## src/rtl/seq_commit_scheduler_if.sv

```systemverilog
// Handshake bundle for seq_commit_scheduler.
//   alloc_*    : dispatch requests a sequence number (alloc_val/alloc_rdy),
//                granted number on alloc_seq_num.
//   complete_* : writeback reports a finished sequence number.
//   commit_*   : oldest instruction ready to retire (commit_val/commit_rdy),
//                commit_seq_num doubles as the ROB dequeue index.
//   in_flight  : allocated, not yet committed count.
// master = dispatch/writeback/retire side, slave = the scheduler.
interface seq_commit_scheduler_if #(
  parameter int unsigned p_seq_num_bits = 5
);
  logic                      alloc_val;
  logic                      alloc_rdy;
  logic [p_seq_num_bits-1:0] alloc_seq_num;
  logic                      complete_val;
  logic [p_seq_num_bits-1:0] complete_seq_num;
  logic                      commit_val;
  logic [p_seq_num_bits-1:0] commit_seq_num;
  logic                      commit_rdy;
  logic [p_seq_num_bits:0]   in_flight;

  modport master (
    output alloc_val,
    input  alloc_rdy,
    input  alloc_seq_num,
    output complete_val,
    output complete_seq_num,
    input  commit_val,
    input  commit_seq_num,
    output commit_rdy,
    input  in_flight
  );

  modport slave (
    input  alloc_val,
    output alloc_rdy,
    output alloc_seq_num,
    input  complete_val,
    input  complete_seq_num,
    output commit_val,
    output commit_seq_num,
    input  commit_rdy,
    output in_flight
  );
endinterface

```

## src/rtl/seq_commit_scheduler.sv

```systemverilog
// In-order commit scheduler over a circular window of 2**p_seq_num_bits
// sequence numbers. Numbers are allocated at tail, marked done on writeback
// completion, and retired strictly in order from head.
// Ports:
//   clk : clock, all state updates on rising edge
//   rst : asynchronous active-low reset
//   bus : seq_commit_scheduler_if.slave (alloc / complete / commit handshakes,
//         in_flight count)
// All outputs are decoded from registered state only.
module seq_commit_scheduler #(
  parameter int unsigned p_seq_num_bits = 5
) (
  input logic                   clk,
  input logic                   rst,
  seq_commit_scheduler_if.slave bus
);

  localparam int unsigned depth_entries = 2 ** p_seq_num_bits;
  localparam logic [p_seq_num_bits:0] depth = {1'b1, {p_seq_num_bits{1'b0}}};

  logic [p_seq_num_bits-1:0] head;
  logic [p_seq_num_bits-1:0] tail;
  logic [p_seq_num_bits:0]   count;
  logic [depth_entries-1:0]  done;

  logic                      alloc_fire;
  logic                      commit_fire;
  logic                      complete_fire;
  logic [p_seq_num_bits-1:0] complete_offset;

  assign bus.alloc_rdy      = (count < depth);
  assign bus.alloc_seq_num  = tail;
  assign bus.commit_val     = (count != '0) && done[head];
  assign bus.commit_seq_num = head;
  assign bus.in_flight      = count;

  assign alloc_fire  = bus.alloc_val && bus.alloc_rdy;
  assign commit_fire = bus.commit_val && bus.commit_rdy;

  // Distance from head, modulo depth; in window iff below the live count.
  assign complete_offset = bus.complete_seq_num - head;
  assign complete_fire   = bus.complete_val && ({1'b0, complete_offset} < count);

  always_ff @(posedge clk or negedge rst) begin
    if (!rst) begin
      head  <= '0;
      tail  <= '0;
      count <= '0;
      done  <= '0;
    end else begin
      // Set first, clears after: a completion of head in its own commit cycle
      // and any stale bit at a freshly allocated tail both end up cleared.
      if (complete_fire) done[bus.complete_seq_num] <= 1'b1;
      if (alloc_fire)    done[tail]                 <= 1'b0;
      if (commit_fire)   done[head]                 <= 1'b0;

      if (alloc_fire)  tail <= tail + p_seq_num_bits'(1);
      if (commit_fire) head <= head + p_seq_num_bits'(1);

      case ({alloc_fire, commit_fire})
        2'b10:   count <= count + (p_seq_num_bits + 1)'(1);
        2'b01:   count <= count - (p_seq_num_bits + 1)'(1);
        default: count <= count;
      endcase
    end
  end

endmodule

```

## src/flat_wrapper.sv

```systemverilog
// flat-port wrapper written by rule: the top's interface ports become plain ports
module seq_commit_scheduler_flat 
#(
  parameter int unsigned p_seq_num_bits = 5
)
  (clk, rst, bus_alloc_val, bus_alloc_rdy, bus_alloc_seq_num, bus_complete_val, bus_complete_seq_num, bus_commit_val, bus_commit_seq_num, bus_commit_rdy, bus_in_flight);
  seq_commit_scheduler_if #(.p_seq_num_bits(p_seq_num_bits)) bus_i ();
  input logic clk;
  input logic rst;
  input wire logic [$bits(bus_i.alloc_val)-1:0] bus_alloc_val;
  output wire logic [$bits(bus_i.alloc_rdy)-1:0] bus_alloc_rdy;
  output wire logic [$bits(bus_i.alloc_seq_num)-1:0] bus_alloc_seq_num;
  input wire logic [$bits(bus_i.complete_val)-1:0] bus_complete_val;
  input wire logic [$bits(bus_i.complete_seq_num)-1:0] bus_complete_seq_num;
  output wire logic [$bits(bus_i.commit_val)-1:0] bus_commit_val;
  output wire logic [$bits(bus_i.commit_seq_num)-1:0] bus_commit_seq_num;
  input wire logic [$bits(bus_i.commit_rdy)-1:0] bus_commit_rdy;
  output wire logic [$bits(bus_i.in_flight)-1:0] bus_in_flight;
  assign bus_i.alloc_val = bus_alloc_val;
  assign bus_alloc_rdy = bus_i.alloc_rdy;
  assign bus_alloc_seq_num = bus_i.alloc_seq_num;
  assign bus_i.complete_val = bus_complete_val;
  assign bus_i.complete_seq_num = bus_complete_seq_num;
  assign bus_commit_val = bus_i.commit_val;
  assign bus_commit_seq_num = bus_i.commit_seq_num;
  assign bus_i.commit_rdy = bus_commit_rdy;
  assign bus_in_flight = bus_i.in_flight;
  seq_commit_scheduler #(.p_seq_num_bits(p_seq_num_bits)) u_core (.clk(clk), .rst(rst), .bus(bus_i));
endmodule
```

## config.mk

```make
export PLATFORM = sky130hd
export DESIGN_NAME = seq_commit_scheduler_flat
export DESIGN_NICKNAME = d
export VERILOG_FILES = /design/src/rtl/seq_commit_scheduler_if.sv /design/src/rtl/seq_commit_scheduler.sv /design/src/flat_wrapper.sv
export SDC_FILE = /design/constraint.sdc
export NUM_CORES = 1
export LEC_CHECK = 0
export BUFFER_PORTS_ARGS = -buffer_cell sky130_fd_sc_hd__buf_2
export CAP_MARGIN = 20
export CORE_ASPECT_RATIO = 1.1
export CORE_MARGIN = 1
export CORE_UTILIZATION = 62
export DETAILED_ROUTE_END_ITERATION = 8
export PLACE_DENSITY_LB_ADDON = 0.08
export REMOVE_ABC_BUFFERS = 1
export SLEW_MARGIN = 5
export SYNTH_ARGS = -nofsm -noshare
export SYNTH_HDL_FRONTEND = slang
export SYNTH_SLANG_ARGS = --single-unit
```

## constraint.sdc

```tcl
create_clock -name clk -period 5.7 [get_ports clk]
set_input_delay 0.57 -clock clk [delete_from_list [all_inputs] [get_ports clk]]
set_output_delay 0.57 -clock clk [all_outputs]
set_load 0.005 [all_outputs]
```

After elaboration in Yosys (flattened, before gate mapping)
Cells that the tools add are included.

Bits in registers: 48. Output and inout port bits: 18. Bits of input ports: 10. Bits in writable memories: 0. Bits in latches: 0. Memories: 0. ROM bits: 0.

Divide/modulo/power cells: 0. Muxes and demuxes: 12. Shift operators: 0. Multiply operators: 0. Reductions and logical operators: 9. Bitwise logic cells: 5. $add $sub $neg: 5. Equality and inequality tests: 2. $lt $le $gt $ge: 8.

Operators by type and width (number): 32-bit 2-to-1 mux (3); 32-bit AND (2); 32-bit inverter (2); 32-bit OR (1); 5-bit by 6-bit < comparator with 1-bit output (second input constant) (3); 1-bit demux with 5-bit select (3); 5-bit by 1-bit >= comparator with 1-bit output (second input constant) (3); 6-bit one-hot mux with 2 select lines (1); 5-bit by 1-bit adder with 5-bit output (second input constant) (2); 1-bit logical AND (7); 6-bit by 1-bit adder with 6-bit output (second input constant) (1); 5-bit by 6-bit < comparator with 1-bit output (1); 6-bit < comparator (second input constant) (1); 6-bit nonzero test (1); 6-bit by 1-bit subtractor with 6-bit output (second input constant) (1); 1-bit binary-select mux with 5-bit select (1); 5-bit subtractor (1); 1-bit 2-to-1 mux (4); 2-bit by 1-bit equality test with 1-bit output (second input constant) (1); 2-bit equality test (second input constant) (1); 2-bit nonzero test (1).

Depth between registers and ports, before layout
Gate-level depths: netlist of run 1.

Word-level depth: 10. Depth in mapped cells: 15.

Least setup slack after synthesis of run 1
OpenSTA, ideal clock, no wires.

Kind: register to register. Start: reg u_core.head[1] (netlist: u_core.bus.commit_seq_num[1]). End: reg u_core.count[5] (netlist: u_core.bus.in_flight[5]). Period minus slack after synthesis: 3.377 ns. Buffers on the path: 1. Slack: 2.323 ns. Arrival time: 3.297 ns. Cell stages (with the launch flop): 14. Data required time: 5.619 ns. Cell sequence: dfrtp_1 buf_6 mux4_2 and4_4 a31oi_4 o211ai_4 and3_4 ha_1 ha_1 a21o_1 a21oi_1 o21bai_1 o311ai_0 xnor2_1.

Cells in the longest elaborated chain, start to end: 6. Elaborated cells on any way between the ends: 8.

Ends and longest elaborated chain: from (decl) (RTL line seq_commit_scheduler.sv:21) `logic [p_seq_num_bits-1:0] head;`; from (signal assigned) (RTL line seq_commit_scheduler.sv:58) `if (commit_fire) head <= head + p_seq_num_bits'(1);`; 1-bit binary-select mux with 5-bit select (*) (RTL line seq_commit_scheduler.sv:33) `assign bus.commit_val = (count != '0) && done[head];`; 1-bit 2-to-1 mux (not written as such) (*) (RTL line seq_commit_scheduler.sv:33); 1-bit logical AND (*) (RTL line seq_commit_scheduler.sv:33); 1-bit logical AND (*) (RTL line seq_commit_scheduler.sv:38) `assign commit_fire = bus.commit_val && bus.commit_rdy;`; 2-bit by 1-bit equality test with 1-bit output / 2-bit equality test (equally long branches) (RTL line seq_commit_scheduler.sv:60) `case ({alloc_fire, commit_fire})`; 6-bit one-hot mux with 2 select lines / 2-bit nonzero test (equally long branches); to (signal assigned) (RTL line seq_commit_scheduler.sv:61) `2'b10: count <= count + (p_seq_num_bits + 1)'(1);`; to (signal assigned) (RTL line seq_commit_scheduler.sv:62) `2'b01: count <= count - (p_seq_num_bits + 1)'(1);`; to (signal assigned) (RTL line seq_commit_scheduler.sv:63) `default: count <= count;`; to (decl) (RTL line seq_commit_scheduler.sv:23) `logic [p_seq_num_bits:0] count;`.

Mark *: on every way between the ends. The rest lies on a longest branch, timed or not. The select of a mux whose other input is x is not followed. A chain may end at the register's enable or synchronous reset.

Final worst setup path of run 1
Start: reg u_core.head[1] (netlist: u_core.bus.commit_seq_num[1]). End: reg u_core.done[18].

Cells in the longest elaborated chain, start to end: 8. Elaborated cells on any way between the ends: 18.

Ends and longest elaborated chain: 5-bit subtractor (RTL line seq_commit_scheduler.sv:41) `assign complete_offset = bus.complete_seq_num - head;`; 5-bit by 6-bit < comparator with 1-bit output (RTL line seq_commit_scheduler.sv:42) `assign complete_fire = bus.complete_val && ({1'b0, complete_offset} < count);`; 1-bit logical AND (RTL line seq_commit_scheduler.sv:42); 32-bit 2-to-1 mux (RTL line seq_commit_scheduler.sv:53) `if (complete_fire) done[bus.complete_seq_num] <= 1'b1;`; 32-bit AND (no line); 32-bit 2-to-1 mux (RTL line seq_commit_scheduler.sv:54) `if (alloc_fire) done[tail] <= 1'b0;`; 32-bit AND (no line); 32-bit 2-to-1 mux (*) (RTL line seq_commit_scheduler.sv:55) `if (commit_fire) done[head] <= 1'b0;`; to (signal, indexed assignment) (RTL line seq_commit_scheduler.sv:53); to (signal, indexed assignment) (RTL line seq_commit_scheduler.sv:54); to (signal, indexed assignment) (RTL line seq_commit_scheduler.sv:55); to (decl) (RTL line seq_commit_scheduler.sv:24) `logic [depth_entries-1:0] done;`.

Marked as above.

==> results.cfg, run 1 <==
[sta]
setup_violations = 0
final_hold_viol_count = 0
tns_ns = 0
finClkSkew_ns = 0.0117
slew_viol_final = 0
period_share_pct = 73.2
setup_ws_ns = 1.53
fin_crit_ns = 4.17
slew-limit-headroom_pct = 32.6
worstMarginPinSlew_ns = 1.01
fmax_ghz = 0.240
rsz0062_at_grt = no

[pwr]
power.total_mw = 2.06
p_leak_nw = 1.51
max-vdd-ir-drop_mv = 0.447
p_per_area_nw_per_um2 = 578

[place]
gp_congestion = 0.846
port_buffers = 27
dpl_cell_area_um2 = 3420
pre_cts_ws_ns = 1.60
dp.final_hpwl_um = 5540

[setup_path]
reg2reg_from = u_core.bus.commit_seq_num[1]$_DFFE_PN0N_
worst_path_max_delay_cell = dfrtp_1
cp_common_cell = a21oi_1
worstPathMaxFanout = 20
path_cells = inv_1 -> fa_1 -> a21o_1 -> a21oi_1 -> xnor2_1 -> ha_1 -> a21oi_1 -> o21ai_0 -> nor4b_2 -> nor4b_1 -> o221a_1
crit_path_start_kind = flop
cpLargestDelayFamily = flip-flops
worstReg2RegEnd = u_core.done[18]$_DFF_PN0_
rr_worst_depth = 11
path_class = reg -> reg
arrival_ns = 4.41
regToRegSetupSlack_ns = 1.53
endpoint_kind = flop
crit_buf_inv = 1
required_ns = 5.94
critical-path-max-stage-delay_ns = 1.01

[yosys]
synth_top_area_share_pct = 36.4
synth-seq-cells = 48
yosysWarnings = 0
async_reset_ff_share_pct = 100
synth_area_per_cell_um2 = 9.82
synth-main-ff-cell = dfrtp_1
synth-edff-count = 0
synth_seq_area_share_pct = 36.4
netlist_area_um2 = 3300
yosys-top-cells-area = dfrtp_1, o221a_1, ha_1
synthCells = 336
synth_top_cell_by_area = dfrtp_1
ys_types = 57

[floorplan]
initial_utilization_pct = 65.1
core_um2 = 5070
dieWidth_um = 71.5
rows = 27
die_area_um2 = 5620
design.portCount = 28
die_y_um = 78.5

[global_route]
track_usage_pct = 31.1
busiest_layer = met2
grt_use_met2_pct = 49.5
grt_max_degree = 49
grt-ovfl-total = 0
grt_pass1_wl_um = 13200
gr-usage-met1_pct = 42.9
first_global_vias = 2581
antenna_found_initial = 0
gr-usage-met3_pct = 4.62

[routing]
drtIter0Drc = 206
postRouteAntennaNets = 0
drt-total-wl_um = 7920
dr.pass1.iters = 5
wire_per_inst_um = 19.3
via_per_inst = 6.46
drc = 0
num_vias = 2657

[clock_network]
htreeDepth = 2
cts_tree = built
postCtsSetupBuffers = 0
cts_max_path_buffers = 2
cts_root_buffer = clkbuf_8
cts_resized = 0
clkLatencyLatePin_ns = 0.31
ctsHoldBuffers = 0
clkTransAtPathRegs_ns = 0.09
clock_sinks = 48
cts_buffers = 5

[layout]
syn2layout_area_growth_pct = 7.81
fin_nets = 385
final_cell_area_um2 = 3560
final_layout_size_suffix_gt1_share_pct = 13.9
n_antenna_cell = 0

[worst_hold_path]
min_path_type = in -> async

[status]
status = completed

[flow_run]
cap_violations = 0
[per-stage QoR]
| stage | instances | util, % | hold slack (ns) |
|---|---|---|---|
| 2_1_floorplan | 317 | - | 0.274 |
| 3_3_place_gp | 402 | 67.5 | 0.531 |
| 3_5_place_dp | 402 | 67.5 | 0.537 |
| 4_1_cts | 410 | 69.8 | 0.491 |
| 5_1_grt | 411 | 70.2 | 0.110 |
| 6_report | 411 | 70.2 | 0.107 |
[metal layers]
layer / share of wire [%] / vias up
met4: 1.9 / 0
met5: 0 / -
li1: - / 1253
met2: 47 / 99
met3: 5.0 / 11
met1: 46 / 1294
[synth_stat cells, types with 2 or more instances]
cell type,number
a21oi_1,5
ha_1,21
or3b_1,3
buf_1,5
nor2b_1,5
nand4_2,3
xor2_1,2
and3_1,2
or3_1,4
nor3b_1,2
o22ai_1,6
clkbuf_1,9
nand2b_1,7
nand2_1,44
buf_2,3
nand3b_1,4
inv_1,17
dfrtp_1,48
o221a_1,30
mux2i_1,14
nor3_1,4
nand4_1,3
or4_1,2
o21ai_0,6
nor2_1,32
fa_1,2
xnor2_1,14
o211a_1,2
nand3_1,5
a21o_1,4
and4b_1,2
[worst max path at each step]
stage	start	to	depth (start not counted)
after global placement	u_core.bus.commit_seq_num[1]$_DFFE_PN0N_	u_core.bus.in_flight[5]$_DFFE_PN0P_	12
after floorplan	u_core.bus.commit_seq_num[1]$_DFFE_PN0N_	u_core.bus.in_flight[5]$_DFFE_PN0P_	12
after global routing	u_core.bus.commit_seq_num[1]$_DFFE_PN0N_	u_core.bus.in_flight[5]$_DFFE_PN0P_	12
after detailed placement	u_core.bus.commit_seq_num[1]$_DFFE_PN0N_	u_core.bus.in_flight[5]$_DFFE_PN0P_	12
after CTS	u_core.bus.commit_seq_num[1]$_DFFE_PN0N_	u_core.done[18]$_DFF_PN0_	11
final	u_core.bus.commit_seq_num[1]$_DFFE_PN0N_	u_core.done[18]$_DFF_PN0_	11
[flip-flops by register name, summed over array words and instances, names as in the netlist]
name,cells
u_core.bus.in_flight,6
u_core.bus.commit_seq_num,5
u_core.bus.alloc_seq_num,5
u_core.done,32
[cell families (layout without fill, tap and decap cells)]
| kind of cell | count (synthesis) | in the layout | synth area share [%] |
|---|---|---|---|
| xor gates and xnor gates | 16 | 16 | 4.25 |
| and+or+nand+nor | 132 | 132 | 21.6 |
| buffers and inverters | 36 | 53 | 4.55 |
| muxes | 17 | 17 | 5.73 |
| AOI/OAI and AO/OA | 64 | 64 | 18.2 |
| adders and majority gates | 23 | 23 | 9.18 |
| DFF | 48 | 48 | 36.4 |
[layout by cell type (no fill, tap or decap), drive strengths merged, types with 4 or more instances in the layout]
cell type	n
nand2	44
dfrtp	48
nand3	5
or3b	4
a21o	4
buf	28
ha	21
o221a	30
xnor2	14
inv	17
mux2i	14
clkbuf	5
nor2	32
nor2b	5
or3	4
a21oi	5
nand3b	4
o22ai	6
nand2b	7
nand4	7
nor3	4
o21ai	6
[layout make-up]
class	count	area, um^2
clock inverter	3	47.5
clock buffer	5	68.8
fill	400	1510
multi-input combinational	252	1950
sequential	48	1200
inverter	17	63.8
tap	58	72.6
timing repair buffer	28	155
[where the power goes]
group,switching [mW],internal [mW],total (mW)
combinational,0.547,0.521,1.07
sequential,0.225,0.507,0.733
clock,0.122,0.132,0.255
No activity file was read; power rests on OpenSTA's default activity.
==> run 2, diff against run 1 <==
--- a/config.mk
+++ b/config.mk
@@ -9,7 +9,7 @@
 export CAP_MARGIN = 20
 export CORE_ASPECT_RATIO = 1.1
 export CORE_MARGIN = 1
-export CORE_UTILIZATION = 62
+export CORE_UTILIZATION = 60
 export DETAILED_ROUTE_END_ITERATION = 8
 export PLACE_DENSITY_LB_ADDON = 0.08
 export REMOVE_ABC_BUFFERS = 1
==> constraint.sdc (replaced) <==
create_clock -name clk -period 3.9 [get_ports clk]
set_input_delay 0.39 -clock clk [delete_from_list [all_inputs] [get_ports clk]]
set_output_delay 0.39 -clock clk [all_outputs]
set_load 0.005 [all_outputs]
==> results.cfg, run 2 (same netlist as run 1, synthesis figures left out) <==
[sta]
slew_viol_final = 0
setup_violations = 0
period_share_pct = 91.1
worstMarginPinSlew_ns = 0.630
final_hold_viol_count = 0
tns_ns = 0
rsz0062_at_grt = no
hold_slack_ns = 0.447
fin_crit_ns = 3.55
fmax_ghz = 0.282
slew-limit-headroom_pct = 57.7
finClkSkew_ns = 0.00670

[clock_network]
cts_root_buffer = clkbuf_8
clkLatencyLatePin_ns = 0.31
clkTransAtPathRegs_ns = 0.09
cts_buffers = 5
postCtsSetupBuffers = 0
cts_max_path_buffers = 2
clock_sinks = 48
cts_resized = 0
htreeDepth = 2
cts_tree = built

[layout]
final_layout_size_suffix_gt1_share_pct = 15.5
largest_reg_flops = 32
fin_util_pct = 70.4
final_common_cell = dfrtp_1
n_antenna_cell = 0
syn2layout_area_growth_pct = 9.67
top_register = u_core.done
final_cell_mix = dfrtp_1, nand2_1, nor2_1
fin_nets = 393

[global_route]
grt-ovfl-total = 0
grt_pass1_wl_um = 13800
track_usage_pct = 31.8
antenna_found_initial = 0
grt_max_degree = 49
first_global_vias = 2676

[setup_path]
reg2reg_from = u_core.bus.commit_seq_num[1]$_DFFE_PN0N_
arrival_ns = 3.78
required_ns = 4.13
rr_worst_depth = 13
worstReg2RegEnd = u_core.bus.in_flight[5]$_DFFE_PN0P_
path_class = reg -> reg
crit_path_start_kind = flop
regToRegSetupSlack_ns = 0.35
worstPathMaxFanout = 9
startpoint = u_core.bus.commit_seq_num[1]$_DFFE_PN0N_
endpoint = u_core.bus.in_flight[5]$_DFFE_PN0P_
endpoint_kind = flop

[routing]
dr.pass1.iters = 5
drtIter0Drc = 244
num_vias = 2635
drc = 0
wire_per_inst_um = 19.0
postRouteAntennaNets = 0
drt-total-wl_um = 8210
via_per_inst = 6.09

[floorplan]
design.portCount = 28
rows = 27
dieWidth_um = 72.7
die_y_um = 79.8
initial_utilization_pct = 64.2
core_um2 = 5130
die_area_um2 = 5800

[status]
status = completed

[place]
dp.final_hpwl_um = 5810
port_buffers = 27
gp_congestion = 0.852

[pwr]
p_per_area_nw_per_um2 = 836
max-vdd-ir-drop_mv = 0.521
p_leak_nw = 1.53

[worst_hold_path]
min_path_type = in -> reg

[flow_run]
cap_violations = 0
-- run 2: cell count changes in the layout (fill, tap and decap cells not counted) --
cell	delta
clkbuf_8	+1
clkinv_4	-2
bufinv_16	-1
dlygate4sd3_1	+1
buf_4	+7
clkinvlp_4	+2
-- run 2: final cells by class --
cell class              instances  area (um^2)
well taps                      72         90.1
repair buffers                 36          218
multi-input cells             252         1950
fillers                       386         1520
flip-flops and latches         48         1200
clock buffers                   6         82.6
clock inverters                 2         15.0
inverters                      17         63.8
-- run 2: per-stage QoR --
step	instance area (um^2)	std cells	power [mW]	setup slack, ns
2_1_floorplan	3210	317	2.15	0.154
3_3_place_gp	3490	423	2.64	0.446
3_5_place_dp	3490	423	2.69	0.398
4_1_cts	3590	431	3.01	0.370
5_1_grt	3620	433	3.27	0.148
6_report	3620	433	3.02	0.349
-- run 2: report_power, final --
part           total [mW]  switching, mW  internal [mW]
logic                1.71          0.899          0.809
registers           0.990          0.247          0.743
clock network       0.324          0.180          0.144
-- run 2: what timing repair did --
item | in CTS | in global routing
hold buffers | 0 | 1
hold endpoints to repair | 0 | 8
endpoints found under the setup margin | 0 | 0
-- run 2: worst min path at each step --
stage	from	end	slack, ns	cells after the start
3_3_place_gp	u_core.done[16]$_DFF_PN0_	u_core.done[16]$_DFF_PN0_	0.53	1
2_1_floorplan	rst	u_core.bus.alloc_seq_num[0]$_DFFE_PN0P_	0.09	0
3_5_place_dp	u_core.done[2]$_DFF_PN0_	u_core.done[2]$_DFF_PN0_	0.54	1
6_report	bus_commit_rdy	u_core.bus.commit_seq_num[3]$_DFFE_PN0N_	0.45	3
5_1_grt	bus_commit_rdy	u_core.bus.commit_seq_num[4]$_DFFE_PN0N_	0.47	3
4_1_cts	rst	u_core.bus.commit_seq_num[4]$_DFFE_PN0N_	0.30	1
-- run 2: worst max-delay path: stages (launching register included) --
cell and delay (ns):
dfrtp_1 0.52, buf_4 0.28, mux2i_1 0.34, o22ai_1 0.13, o221ai_1 0.29, o211ai_4 0.11
and3_4 0.21, ha_1 0.20, buf_4 0.17, ha_1 0.32, a21oi_1 0.21, o21bai_1 0.11
o311ai_0 0.40, xnor2_1 0.16
-- run 2: metal layers --
| layer | wire length, um | GRT usage, % | up-vias |
|---|---|---|---|
| li1 | - | - | 1271 |
| met2 | 3880 | 50.3 | 102 |
| met4 | 175 | 11.2 | 0 |
| met3 | 475 | 6.44 | 17 |
| met5 | 0 | 0 | - |
| met1 | 3680 | 43.2 | 1245 |
